### src/rtl/mult_arbiter.sv
// mult_arbiter: shares one signed Q-format multiplier between two FIFO-fed channels
// using a round-robin ARB -> MULT -> WRITE transaction sequence.
module mult_arbiter #(
    parameter int DATA_SIZE  = 32,
    parameter int QUANT_BITS = 10
) (
    input  logic                 clock,
    input  logic                 reset,
    input  logic [DATA_SIZE-1:0] x0_din,
    input  logic                 x0_empty,
    output logic                 x0_rd_en,
    input  logic [DATA_SIZE-1:0] y0_din,
    input  logic                 y0_empty,
    output logic                 y0_rd_en,
    input  logic [DATA_SIZE-1:0] x1_din,
    input  logic                 x1_empty,
    output logic                 x1_rd_en,
    input  logic [DATA_SIZE-1:0] y1_din,
    input  logic                 y1_empty,
    output logic                 y1_rd_en,
    output logic [DATA_SIZE-1:0] out0_dout,
    input  logic                 out0_full,
    output logic                 out0_wr_en,
    output logic [DATA_SIZE-1:0] out1_dout,
    input  logic                 out1_full,
    output logic                 out1_wr_en,
    output logic                 grant,
    output logic                 busy
);
    typedef enum logic [1:0] {ARB, MULT, WRITE} state_t;
    state_t r_state, w_next;
    logic r_rr, r_grant;
    logic [DATA_SIZE-1:0] r_x, r_y, r_res, r_dout0, r_dout1, w_res;
    logic signed [2*DATA_SIZE-1:0] w_prod;
    logic w_el0, w_el1, w_take, w_sel, w_wr;
    assign w_el0 = !x0_empty && !y0_empty && !out0_full;
    assign w_el1 = !x1_empty && !y1_empty && !out1_full;
    assign w_prod = $signed(r_x) * $signed(r_y);
    assign w_res = DATA_SIZE'(w_prod >>> QUANT_BITS);
    always_comb begin
        w_next = r_state;
        w_take = 1'b0;
        w_sel = r_rr;
        w_wr = 1'b0;
        case (r_state)
            ARB: begin
                w_take = w_el0 || w_el1;
                w_sel = (w_el0 && w_el1) ? r_rr : w_el1;
                w_next = w_take ? MULT : ARB;
            end
            MULT: w_next = WRITE;
            WRITE: begin
                w_wr = r_grant ? !out1_full : !out0_full;
                w_next = w_wr ? ARB : WRITE;
            end
            default: w_next = ARB;
        endcase
    end
    // Strobes are masked by reset so an in-flight transaction never pops or pushes.
    assign x0_rd_en = w_take && !w_sel && !reset;
    assign y0_rd_en = x0_rd_en;
    assign x1_rd_en = w_take && w_sel && !reset;
    assign y1_rd_en = x1_rd_en;
    assign out0_wr_en = w_wr && !r_grant && !reset;
    assign out1_wr_en = w_wr && r_grant && !reset;
    assign out0_dout = (r_state == WRITE && !r_grant) ? r_res : r_dout0;
    assign out1_dout = (r_state == WRITE && r_grant) ? r_res : r_dout1;
    assign grant = r_grant;
    assign busy = r_state != ARB;
    always_ff @(posedge clock) begin
        if (reset) begin
            r_state <= ARB;
            r_rr <= 1'b0;
            r_grant <= 1'b0;
            r_x <= '0;
            r_y <= '0;
            r_res <= '0;
            r_dout0 <= '0;
            r_dout1 <= '0;
        end else begin
            r_state <= w_next;
            if (w_take) begin
                r_x <= w_sel ? x1_din : x0_din;
                r_y <= w_sel ? y1_din : y0_din;
                r_grant <= w_sel;
                if (w_el0 && w_el1) r_rr <= !r_rr;
            end
            if (r_state == MULT) r_res <= w_res;
            if (out0_wr_en) r_dout0 <= r_res;
            if (out1_wr_en) r_dout1 <= r_res;
        end
    end
endmodule

### config.mk
export PLATFORM = sky130hd
export DESIGN_NAME = mult_arbiter
export DESIGN_NICKNAME = d
export VERILOG_FILES = /design/src/rtl/mult_arbiter.sv
export SDC_FILE = /design/constraint.sdc
export NUM_CORES = 2
export LEC_CHECK = 0
export BUFFER_PORTS_ARGS = -buffer_cell sky130_fd_sc_hd__buf_4
export CAP_MARGIN = 0
export CORE_MARGIN = 1.5
export CORE_UTILIZATION = 45
export CTS_CLUSTER_DIAMETER = 40
export DETAILED_ROUTE_END_ITERATION = 10
export MAX_ROUTING_LAYER = met4
export SLEW_MARGIN = 20
export SYNTH_ARGS = -nofsm -noshare
export SYNTH_HDL_FRONTEND = slang
export SYNTH_SLANG_ARGS = --single-unit
### constraint.sdc
create_clock -name clock -period 8.9 [get_ports clock]
set_clock_uncertainty 0.1 [all_clocks]
set_input_delay 0.445 -clock clock [delete_from_list [all_inputs] [get_ports clock]]
set_output_delay 0.445 -clock clock [all_outputs]
set_load 0.005 [all_outputs]
==> impl_metrics.yaml <==
place:
  gp_routability_congestion: 0.895
  place.port_buffers: 207
  dpl-instance-area_mm2: 0.0347
  dp_hpwl_um: 72500
  placed_cells: 4577
  worst_slack_at_placement_ns: 0.756
worst_setup_path:
  timing_worst_setup_path_type: "flip-flop to flip-flop"
  timing.critical_path.to_type: "flip-flop"
  worstReg2RegStart: "r_y[4]$_SDFFE_PP0P_"
  crit_fanout: 21
  critical_path.startpoint: "r_y[4]$_SDFFE_PP0P_"
  timing.critical_path.from_type: "flip-flop"
  arrival_ns: 8.43
  crit_required_ns: 9.22
global_route:
  number_of_global_route_vias_before_repair: 25500
  grt_util_all_layers_pct: 27.0
  globalRouteOverflowTotal: 0
  grt_max_degree: 67
  antenna_found_initial: 0
  grt_pass1_wl_um: 147000
sta:
  rsz_0062_raised_after_global_routing: "no"
  finalSetupViolations: 0
  whs_ns: 0.134
  worst_slew_margin_rel_pct: 20.7
  fin_crit_sh_pct: 91.2
  slew_violations: 0
  layout_setup_ws_ns: 0.785
  tmin_final_ns: 8.11
  worstMarginPinSlew_ns: 1.19
  final.setup.tns_ns: 0
  max_freq_ghz: 0.123
  hold_viol: 0
detailed_routing:
  vias: 23600
  drt_pass1_iterations: 5
  drt-vias-per-instance: 5.12
  number_of_nets_with_antenna_violations_after_routing: 0
  drt-total-wl_um: 91800
  initialDrtViolationCount: 1580
  remaining_drc_errors: 0
  avgRoutedWirePerCell_um: 19.9
yosys:
  synth_warnings: 0
  ys_dominant_reg_cell: "sky130_fd_sc_hd__dfxtp_1"
  synth_cell_types: 61
  syn_inst: 3559
  async_reset_ff_share_pct: 0
  synth_sequential_area_ratio_pct: 10.2
  synth.net_count: 4546
  syn-mean-instance-area_um2: 9.03
  synth.cell_area_mm2: 0.0321
  synth_enable_flop_cells: 0
  ys_seq_elements: 164
clocking:
  path_clk_slew_ns: 0.09
  cts_buffers: 17
  clk_sinks: 164
  post_cts_buffers: 0
  number_of_h_tree_levels: 4
  cts_tree: "yes"
  ctsLongestPathBuffers: 2
  worstSkewPairLatency_ns: 0.49
  number_of_gates_given_a_new_drive_strength_after_cts: 0
  clock-root-buffer: "sky130_fd_sc_hd__clkbuf_16"
  number_of_hold_buffers_added_after_cts: 0
die:
  design.portCount: 208
  rows: 97
  start_util_pct: 45.6
  dieWidth_um: 270
  dieHeight_um: 270
  die-area_mm2: 0.0730
  core_mm2: 0.0704
power:
  vdd_ir_drop_max_uv: 100
  fin_total_pwr_mw: 2.61
  leakage_nw: 17.2
  power-per-cell-area_mw_per_mm2: 73.9
status:
  status: "finished, final reports clean"
final_layout:
  final_cell_count_no_fill: 4611
  nNetsFinal: 4643
  fillCellCount: 6786
  most_used_cells_in_the_layout_excluding_fill_and_tap_cells: "725 x sky130_fd_sc_hd__inv_1, 694 x sky130_fd_sc_hd__fa_1, 500 x sky130_fd_sc_hd__and2_1"
  layout-drive-gt1-share_pct: 11.3
  final_area_mm2: 0.0354
  area.growth.synth_to_final_pct: 10.0
  fin_util_pct: 50.2
  layout_commonest_cell: "sky130_fd_sc_hd__inv_1"
job:
  drv_cap: 0
hold_path:
  worst_hold_startpoint: "x0_din[31]"
  worst_hold_path_type: "primary input to flip-flop"
where the power goes:
group / total [mW] / switching, mW / internal, mW
Clock: 0.807 / 0.390 / 0.417
Sequential: 0.883 / 0.123 / 0.760
Combinational: 0.921 / 0.548 / 0.374
Total: 2.61 / 1.06 / 1.55
worst max-delay path, stage by stage (launching register included):
cell and delay (ns):
sky130_fd_sc_hd__dfxtp_1 0.99, sky130_fd_sc_hd__and2_1 0.26, sky130_fd_sc_hd__fa_1 0.43, sky130_fd_sc_hd__fa_1 0.49
sky130_fd_sc_hd__inv_1 0.05, sky130_fd_sc_hd__fa_1 0.50, sky130_fd_sc_hd__fa_1 0.57, sky130_fd_sc_hd__inv_1 0.06
sky130_fd_sc_hd__fa_1 0.51, sky130_fd_sc_hd__inv_1 0.06, sky130_fd_sc_hd__fa_1 0.55, sky130_fd_sc_hd__inv_1 0.05
sky130_fd_sc_hd__fa_1 0.39, sky130_fd_sc_hd__fa_1 0.50, sky130_fd_sc_hd__ha_1 0.41, sky130_fd_sc_hd__a21oi_1 0.21
sky130_fd_sc_hd__o21ai_0 0.14, sky130_fd_sc_hd__a2111oi_2 0.46, sky130_fd_sc_hd__o211ai_1 0.18, sky130_fd_sc_hd__a21oi_1 0.50
sky130_fd_sc_hd__o21ai_1 0.22, sky130_fd_sc_hd__o41ai_1 0.27, sky130_fd_sc_hd__a41o_1 0.13
registers in the layout (all words and copies together) (netlist names):
signal   flops
grant        1
r_dout0     32
r_dout1     32
r_res       32
r_rr         1
r_state      2
r_x         32
r_y         32
per-layer routing:
layer	global-route usage (%)	part of all wire [%]	vias up
met5	-	0	-
met3	3.57	5.7	112
met4	6.40	2.3	0
li1	-	-	10700
met2	43.9	47	745
met1	35.9	45	12000
worst paths after layout:
check,end,slack [ns],depth (start not counted)
worst min-delay path,r_x[31]$_SDFFE_PP0P_,0.13,3
worst max register to register,r_res[26]$_SDFFE_PP0N_,0.79,22
worst min register to register,r_x[7]$_SDFFE_PP0P_,0.36,2
worst max-delay path,r_res[26]$_SDFFE_PP0N_,0.79,22
kinds of logic after synthesis:
kind of cell,after synthesis,share of synthesized area [%]
AOI/OAI and AO/OA,280,5.06
buffers and inverters,941,11.1
DFF,164,10.2
and+or+nand+nor,1129,18.2
muxes,129,4.27
adders and majority gates,851,49.4
xor gates and xnor gates,65,1.84
cells in the mapped netlist (4+ instances only):
cell type                  instances  share of area, %
sky130_fd_sc_hd__nor2_1           28              0.33
sky130_fd_sc_hd__a211o_1           4              0.11
sky130_fd_sc_hd__nand2_1         456               5.3
sky130_fd_sc_hd__clkbuf_1        201               2.3
sky130_fd_sc_hd__a21o_1           15              0.35
sky130_fd_sc_hd__fa_1            694                43
sky130_fd_sc_hd__mux2_2           65               2.3
sky130_fd_sc_hd__nand2b_1         71               1.4
sky130_fd_sc_hd__or3_1             5             0.097
sky130_fd_sc_hd__o21bai_1          5              0.12
sky130_fd_sc_hd__inv_1           725               8.5
sky130_fd_sc_hd__a21oi_1          52              0.81
sky130_fd_sc_hd__xor2_1           13              0.35
sky130_fd_sc_hd__a211oi_1          4             0.093
sky130_fd_sc_hd__nor2b_1          14              0.27
sky130_fd_sc_hd__nand4_1           9              0.18
sky130_fd_sc_hd__nand3_1          14              0.22
sky130_fd_sc_hd__xnor2_1          50               1.4
sky130_fd_sc_hd__ha_1            157               6.1
sky130_fd_sc_hd__and2_1          500               9.7
sky130_fd_sc_hd__a31oi_1           6              0.12
sky130_fd_sc_hd__dfxtp_1         164                10
sky130_fd_sc_hd__nor3_1           12              0.19
sky130_fd_sc_hd__mux2i_1          64               2.0
sky130_fd_sc_hd__o21ai_0         160               2.5
sky130_fd_sc_hd__and3_1            4             0.078
sky130_fd_sc_hd__buf_2             7              0.11
sky130_fd_sc_hd__nand3b_1          6              0.14
sky130_fd_sc_hd__buf_1             5             0.058
cell type report:
type | instances | area (um2) | share of cell area, %
multi-input combinational | 2454 | 25300 | 71.6
sequential | 164 | 3290 | 9.31
inverter | 725 | 2720 | 7.70
timing repair buffer | 294 | 2220 | 6.28
tap | 940 | 1180 | 3.33
clock buffer | 19 | 453 | 1.28
clock inverter | 13 | 159 | 0.450
antenna | 2 | 5.00 | 0.0142
Power figures use the tool's default switching activity.
